## src/rtl/timer_dev_if.sv

```systemverilog
// Bus port between the CPU bridge (master) and a countdown timer (slave).
// Carries the word-indexed load/store access and the interrupt line back.
interface timer_dev_if;
    logic [1:0]  Addr;
    logic        WE;
    logic [31:0] DIn;
    logic [31:0] DOut;
    logic        IRQ;

    modport master (
        output Addr,
        output WE,
        output DIn,
        input  DOut,
        input  IRQ
    );

    modport slave (
        input  Addr,
        input  WE,
        input  DIn,
        output DOut,
        output IRQ
    );
endinterface

```

## src/rtl/timer_dev.sv

```systemverilog
// timer_dev: memory-mapped countdown timer behind the CPU bridge.
// Word map: 0 CTRL {IM, MODE[1:0], EN}, 1 PRESET, 2 COUNT, 3 reserved (reads 0).
// Optional feature: define TIMER_COUNT_WR_EN to make COUNT writable by software;
// without it COUNT is read-only and stores to it are dropped.
module timer_dev #(
    parameter int          CNT_W      = 32,
    parameter logic [31:0] PRESET_RST = 32'h0
) (
    input  logic        clk,
    input  logic        reset,
    timer_dev_if.slave  bus
);

    typedef enum logic [1:0] {
        ST_IDLE = 2'd0,
        ST_LOAD = 2'd1,
        ST_CNT  = 2'd2,
        ST_INT  = 2'd3
    } state_t;

    localparam logic [CNT_W-1:0] CNT_ZERO = '0;
    localparam logic [CNT_W-1:0] CNT_ONE  = CNT_W'(1);

    state_t           r_state;
    logic             r_en;
    logic [1:0]       r_mode;
    logic             r_im;
    logic [CNT_W-1:0] r_preset;
    logic [CNT_W-1:0] r_count;
    logic             r_irqFlag;

    state_t           w_nextState;
    logic             w_nextEn;
    logic [1:0]       w_nextMode;
    logic             w_nextIm;
    logic [CNT_W-1:0] w_nextCount;
    logic             w_nextFlag;

    logic             w_ctrlWr;
    logic             w_presetWr;
    logic             w_enEff;
    logic [1:0]       w_modeEff;
    logic             w_autoReload;
    logic [31:0]      w_presetExt;
    logic [31:0]      w_countExt;
    logic [31:0]      w_rdData;

    assign w_ctrlWr   = bus.WE && (bus.Addr == 2'd0);
    assign w_presetWr = bus.WE && (bus.Addr == 2'd1);

    // A CTRL write is seen by the FSM at the same edge, so disabling or
    // switching mode never lets one more stale transition slip through.
    assign w_enEff      = w_ctrlWr ? bus.DIn[0]   : r_en;
    assign w_modeEff    = w_ctrlWr ? bus.DIn[2:1] : r_mode;
    assign w_autoReload = (w_modeEff == 2'd1);

    // Next-state and next-register computation; register writes are applied
    // last so software always wins over the FSM's own updates.
    always_comb begin
        w_nextState = r_state;
        w_nextEn    = r_en;
        w_nextMode  = r_mode;
        w_nextIm    = r_im;
        w_nextCount = r_count;
        w_nextFlag  = r_irqFlag;

        case (r_state)
            ST_IDLE: begin
                if (w_enEff) begin
                    w_nextState = ST_LOAD;
                end
            end
            ST_LOAD: begin
                w_nextCount = r_preset;
                w_nextState = ST_CNT;
            end
            ST_CNT: begin
                if (!w_enEff) begin
                    w_nextState = ST_IDLE;
                end else if (r_count == CNT_ZERO) begin
                    w_nextState = ST_INT;
                end else if (r_count == CNT_ONE) begin
                    w_nextCount = CNT_ZERO;
                    w_nextState = ST_INT;
                end else begin
                    w_nextCount = r_count - CNT_ONE;
                end
            end
            ST_INT: begin
                if (w_autoReload) begin
                    w_nextState = w_enEff ? ST_LOAD : ST_IDLE;
                end else begin
                    w_nextEn    = 1'b0;
                    w_nextFlag  = 1'b1;
                    w_nextState = ST_IDLE;
                end
            end
            default: begin
                w_nextState = ST_IDLE;
            end
        endcase

        if (w_ctrlWr) begin
            w_nextEn   = bus.DIn[0];
            w_nextMode = bus.DIn[2:1];
            w_nextIm   = bus.DIn[3];
        end

        if (w_ctrlWr || w_presetWr) begin
            w_nextFlag = 1'b0;
        end

`ifdef TIMER_COUNT_WR_EN
        if (bus.WE && (bus.Addr == 2'd2)) begin
            w_nextCount = bus.DIn[CNT_W-1:0];
            w_nextState = r_state;
        end
`else
`endif
    end

    // FSM state plus the registers it owns (CTRL fields, COUNT, irq flag).
    always_ff @(posedge clk) begin
        if (!reset) begin
            r_state   <= ST_IDLE;
            r_en      <= 1'b0;
            r_mode    <= 2'd0;
            r_im      <= 1'b0;
            r_count   <= CNT_ZERO;
            r_irqFlag <= 1'b0;
        end else begin
            r_state   <= w_nextState;
            r_en      <= w_nextEn;
            r_mode    <= w_nextMode;
            r_im      <= w_nextIm;
            r_count   <= w_nextCount;
            r_irqFlag <= w_nextFlag;
        end
    end

    // PRESET only changes on a software write; a write during counting is
    // picked up at the next LOAD.
    always_ff @(posedge clk) begin
        if (!reset) begin
            r_preset <= PRESET_RST[CNT_W-1:0];
        end else if (w_presetWr) begin
            r_preset <= bus.DIn[CNT_W-1:0];
        end
    end

    // Zero-extend the CNT_W-wide registers to the 32-bit read bus.
    always_comb begin
        w_presetExt              = '0;
        w_countExt               = '0;
        w_presetExt[CNT_W-1:0]   = r_preset;
        w_countExt[CNT_W-1:0]    = r_count;
    end

    // Combinational read mux feeding the bridge; reads have no side effects.
    always_comb begin
        w_rdData = 32'h0;
        case (bus.Addr)
            2'd0:    w_rdData = {28'h0, r_im, r_mode, r_en};
            2'd1:    w_rdData = w_presetExt;
            2'd2:    w_rdData = w_countExt;
            default: w_rdData = 32'h0;
        endcase
    end

    assign bus.DOut = w_rdData;

    // Mode 0 holds a level via the flag; mode 1 pulses for the single INT cycle.
    assign bus.IRQ = r_im & (r_irqFlag | ((r_state == ST_INT) && (r_mode == 2'd1)));

endmodule

```

## src/flat_wrapper.sv

```systemverilog
// flat-port wrapper written by rule: the top's interface ports become plain ports
module timer_dev_flat 
#(
    parameter int          CNT_W      = 32,
    parameter logic [31:0] PRESET_RST = 32'h0
)
  (clk, reset, bus_Addr, bus_WE, bus_DIn, bus_DOut, bus_IRQ);
  timer_dev_if bus_i ();
  input  logic clk;
  input  logic reset;
  input wire logic [$bits(bus_i.Addr)-1:0] bus_Addr;
  input wire logic [$bits(bus_i.WE)-1:0] bus_WE;
  input wire logic [$bits(bus_i.DIn)-1:0] bus_DIn;
  output wire logic [$bits(bus_i.DOut)-1:0] bus_DOut;
  output wire logic [$bits(bus_i.IRQ)-1:0] bus_IRQ;
  assign bus_i.Addr = bus_Addr;
  assign bus_i.WE = bus_WE;
  assign bus_i.DIn = bus_DIn;
  assign bus_DOut = bus_i.DOut;
  assign bus_IRQ = bus_i.IRQ;
  timer_dev #(.CNT_W(CNT_W), .PRESET_RST(PRESET_RST)) u_core (.clk(clk), .reset(reset), .bus(bus_i));
endmodule
```

## config.mk

```make
export PLATFORM = sky130hd
export DESIGN_NAME = timer_dev_flat
export DESIGN_NICKNAME = d
export VERILOG_FILES = /design/src/rtl/timer_dev_if.sv /design/src/rtl/timer_dev.sv /design/src/flat_wrapper.sv
export SDC_FILE = /design/constraint.sdc
export NUM_CORES = 1
export LEC_CHECK = 0
export CAP_MARGIN = 10
export CORE_MARGIN = 2
export CORE_UTILIZATION = 55
export CTS_BUF_LIST = sky130_fd_sc_hd__clkbuf_8
export DETAILED_ROUTE_END_ITERATION = 12
export HOLD_SLACK_MARGIN = 0.08
export PLACE_DENSITY = 0.87
export SLEW_MARGIN = 15
export SYNTH_ARGS = -nofsm -noshare
export SYNTH_HDL_FRONTEND = slang
export SYNTH_SLANG_ARGS = --single-unit
```

## constraint.sdc

```tcl
create_clock -name clk -period 3.53 [get_ports clk]
set_clock_uncertainty 0.2 [all_clocks]
set_input_delay 1.059 -clock clk [delete_from_list [all_inputs] [get_ports clk]]
set_output_delay 1.059 -clock clk [all_outputs]
set_load 0.02 [all_outputs]
```

-- Word level (Yosys, flattened, before mapping)
Index checks and enable logic that the tools add are counted.
- bits of input ports: 37
- output and inout port bits: 33
- register bits after elaboration: 71
- reduce and logical (&&, ||, !) cells: 14
- $add $sub $neg: 1
- equal/unequal tests: 13
- muxes and demuxes: 17
- bitwise operators: 4
- operators by type and width (cell ; count):
    two-way mux 32 bit ; 3
    case mux 32 bit (3 select lines) ; 1
    case mux 32 bit (2 select lines) ; 1
    equality test 32 x 1 -> 1 bit (second input constant) ; 1
    zero test 32 bit ; 1
    subtractor 32 x 1 -> 32 bit (second input constant) ; 1
    two-way mux 2 bit ; 6
    equality test 2 x 1 -> 1 bit (second input constant) ; 4
    case mux 2 bit (4 select lines) ; 1
    equality test 2 bit (second input constant) ; 3
    inequality test 2 x 1 -> 1 bit (second input constant) ; 3
    AND reduction 2 bit ; 3
    two-way mux 1 bit ; 5
    zero test 2 bit ; 2
    inequality test 4 bit (second input constant) ; 1
    nonzero test 2 bit ; 2
    logical AND 1 bit ; 3
    AND reduction 3 bit ; 1
    inequality test 2 bit (second input constant) ; 1
    NOT 1 bit ; 2
    OR reduction 2 bit ; 1
    AND 1 bit ; 1
    logical OR 1 bit ; 1
    OR 1 bit ; 1

-- Longest topological paths before layout
- word-level depth: 7
- mapped depth: 10
- gate-level depth less buffers: 8

-- Worst setup path after synthesis
Ideal clock, no wire load.
- path kind: in2out
- from: input bus_Addr[1]
- to: output bus_DOut[10]
- arrival time: 2367 ps
- slack: -96 ps
- cell stages on the path: 5
- data required time: 2271 ps
- path through: clkbuf_1 -> nor2b_1 -> clkbuf_1 -> buf_1 -> a22o_1
- longest elaborated chain between the ends: 2
- elaborated cells on any way between the ends: 4
- RTL lines (what ; line ; RTL):
    start, declared ; flat_wrapper.sv:11 ; input wire logic [$bits(bus_i.Addr)-1:0] bus_Addr;
    equality test 2 bit (tied with other cells) ; timer_dev.sv:162 ; case (bus.Addr)
    case mux 32 bit (3 select lines) * ; timer_dev.sv:162 ;
    end, declared ; flat_wrapper.sv:14 ; output wire logic [$bits(bus_i.DOut)-1:0] bus_DOut;
Every way passes the cells marked *; elsewhere a longest branch is shown, timed or not.

-- Worst setup path in the final report
- from: input bus_Addr[1]
- to: output bus_DOut[5]
Same word-level chain as after synthesis.

==> results_dict.tcl <==
set metrics [dict create \
    hpwl_um 8440 \
    p_per_area_nw_per_um2 715 \
    path_clk_slew_ns 0.08 \
    min_path_type "reg -> reg" \
    synthFlopType "dfxtp_1" \
    cp_max_fo 7 \
    clockBufferDepth 2 \
    critPathKind "in -> out" \
    clk_latency_ns 0.37 \
    layout.nets 656 \
    routabilityCongestion 0.978 \
    grt_pass1_vias 4423 \
    die_area_um2 8140 \
    drt_iter0_markers 413 \
    synth_edf_count 0 \
    synth_nets 582 \
    drt-total-wl_um 13000 \
    post-route-period-util_pct 96.0 \
    p_seq_share_pct 26.1 \
    ys_ff_latch 71 \
    htree_levels 3 \
    area_delta_synth_final_pct 30.4 \
    fp-row-count 31 \
    cts.sinks 71 \
    cap_violations 0 \
    fin_util_pct 73.9 \
    syn_area_um2 4090 \
    cp_num_buf_inv 3 \
    antenna_found_initial 0 \
    total_power_mw 3.81 \
    yosysWarnings 0 \
    p_sw_mw 1.79 \
    crit_chain "clkbuf_2, nor2b_4, bufbuf_16, a22o_1, clkdlybuf4s15_2" \
    grt_max_degree 48 \
    swShare_pct 47.1 \
    via_count 4530 \
    core_um2 7210 \
    ir_worst_vdd_uv 439 \
    status "finished clean" \
    wire_per_inst_um 18.2 \
    route.detailed.drc 0 \
    clock_tree.root_cell "clkbuf_8" \
    io_pins 70 \
    synth_cell_types 59 \
    setup.worst_path.end_class "output port" \
    io_buffers 69 \
    critPathLaunchType "primary input" \
    yosysSeqAreaShare_pct 34.8 \
    final-setup-viol-count 0 \
    antennaDiodeCount 0 \
    ys_async_sr_fraction_pct 0 \
    gr-total-overflow 0 \
    syn_inst 539 \
    slew_headroom_pct 48.1 \
    cp_slowest_stage_delay_ns 0.30 \
    hold_viol 0 \
    cts_made_buffers 9 \
    drtAntennaViolNets 0 \
    fmax_ghz 0.295 \
    crit_family "buffers and inverters" \
    grt_use_total_pct 32.7 \
    power.leakage_nw 1.99 \
    critPathArrivalTime_ns 2.13 \
    grt_pass1_wl_um 21600 \
    power.share.clock_pct 20.1 \
    fin_crit_ns 3.39 \
    holdBufCountCts 0 \
    power.internal_mw 2.02 \
    cts_tree "built" \
    dr.pass1.iters 6 \
    drive_above_1_share_pct 15.2 \
    slowest_stage "bufbuf_16" \
    rsz0062_at_grt "no" \
    start_util_pct 56.7 \
    avgViaCountPerCell 6.32 \
    maxSlewViolCount 0 \
    die_w_um 90.2 \
    power_frac_comb_pct 53.8 \
    crit_required_ns 2.27 \
    die_y_um 90.2 \
    syn_avg_cell_area_um2 7.58 \
    worst_pin_slew_ns 0.773 \
]
==> cell usage in the layout, fill, tap and decap left out, types with 22 or more instances in the layout <==
cell and n:
buf_4 26, nor3_1 22, clkdlybuf4s50_1 35, dfxtp_1 71, clkdlybuf4s15_2 26, a21oi_1 65, o21ai_0 24, nand2_1 98
a22o_1 28, nor2_1 34
==> layout make-up <==
class | instances | area [µm²]
sequential | 71 | 1420
tap | 99 | 124
fill | 567 | 1880
clock inverter | 6 | 92.6
multi-input combinational | 415 | 2450
clock buffer | 10 | 138
timing repair buffer | 102 | 1050
inverter | 14 | 52.6
==> Yosys cell counts, drive strengths merged, types with 2 or more instances <==
library cell  instances  area, µm²
a2111oi               2       36.3
a211o                 4       35.0
a211oi                3       22.5
a21oi                65        325
a221oi                3       26.3
a22o                 28        245
a22oi                 2       15.0
a31oi                10       62.6
a41oi                 2       17.5
and2                  5       31.3
and3                  5       31.3
and4                  3       26.3
buf                   9       65.1
clkbuf               30        113
dfxtp                71       1420
ha                    6       75.1
inv                  14       52.6
mux2i                10        100
nand2                99        374
nand3                17       85.1
nand4                 5       37.5
nor2                 34        128
nor2b                10       62.6
nor3                 22        110
nor3b                 2       15.0
nor4                  5       31.3
o211ai               12       90.1
o21ai                26        130
o221ai                5       43.8
o22ai                 3       18.8
o311ai                4       42.6
o31a                  2       17.5
or3                   4       30.0
==> metrics by stage <==
stage / cell area (µm²) / hold WS (ns) / std cells / worst slack (ns) / setup TNS (ns)
finish: 5330 / 0.279 / 717 / 0.142 / 0
global route: 5330 / 0.301 / 717 / 0.110 / 0
CTS: 5330 / 0.280 / 716 / 0.00432 / 0
detailed placement: 4970 / 0.268 / 695 / -0.522 / -15.86
global placement: 4970 / 0.263 / 695 / -0.468 / -14.67
floorplan: 4090 / 0.244 / 539 / 0.0134 / 0
==> sequential cells by signal, summed over array words and instances (netlist names) <==
name / count
u_core.r_mode: 2
u_core.r_preset: 32
u_core.r_count: 32
u_core.r_im: 1
u_core.r_state: 2
u_core.r_irqFlag: 1
u_core.r_en: 1
==> power groups by stage <==
stage | clock network [mW] | registers [mW] | logic [mW]
final | 0.766 | 0.992 | 2.05
after global routing | 0.803 | 1.00 | 2.20
after CTS | 0.764 | 0.987 | 1.97
after detailed placement | 0 | 1.00 | 1.94
after global placement | 0 | 1.00 | 1.90
after floorplan | 0 | 0.973 | 1.37
==> per-layer routing <==
metal | part of all wire (%) | up-vias | global-route usage [%]
met1 | 40 | 2127 | 40.3
met2 | 48 | 239 | 54.2
met3 | 8.5 | 33 | 7.54
li1 | - | 2131 | -
met4 | 3.0 | 0 | 15.3
met5 | 0 | - | 0
==> final timing paths <==
check / from / to / slack, ns / cells past startpoint
max reg2reg: u_core.r_count[26]$_SDFFE_PN0P_ / u_core.r_count[10]$_SDFFE_PN0P_ / 0.59 / 7
min reg2reg: u_core.r_preset[14]$_SDFFE_PN0P_ / u_core.r_preset[14]$_SDFFE_PN0P_ / 0.28 / 2
max: bus_Addr[1] / bus_DOut[5] / 0.14 / 5
min: u_core.r_preset[14]$_SDFFE_PN0P_ / u_core.r_preset[14]$_SDFFE_PN0P_ / 0.28 / 2
==> tightest hold or removal path: stages (launching register included) <==
cell,delay [ns]
dfxtp_1,0.33
nand2_1,0.06
a21oi_1,0.05
==> cell families (layout without fill, tap and decap cells) <==
kind of cell | after synthesis | count (layout) | synth area share, %
buf+inv | 53 | 132 | 5.63
simple gates | 216 | 216 | 24.8
fa+ha+maj | 6 | 6 | 1.84
compound gates | 182 | 182 | 30.2
mux | 11 | 11 | 2.72
flops | 71 | 71 | 34.8
==> what timing repair did <==
item | CTS | global route
setup buffers | 2 | 1
endpoints found under the setup margin | 32 | 29
gates cloned | 3 | 0
gates resized for setup | 109 | 5
(Power assumes the default switching activity.)
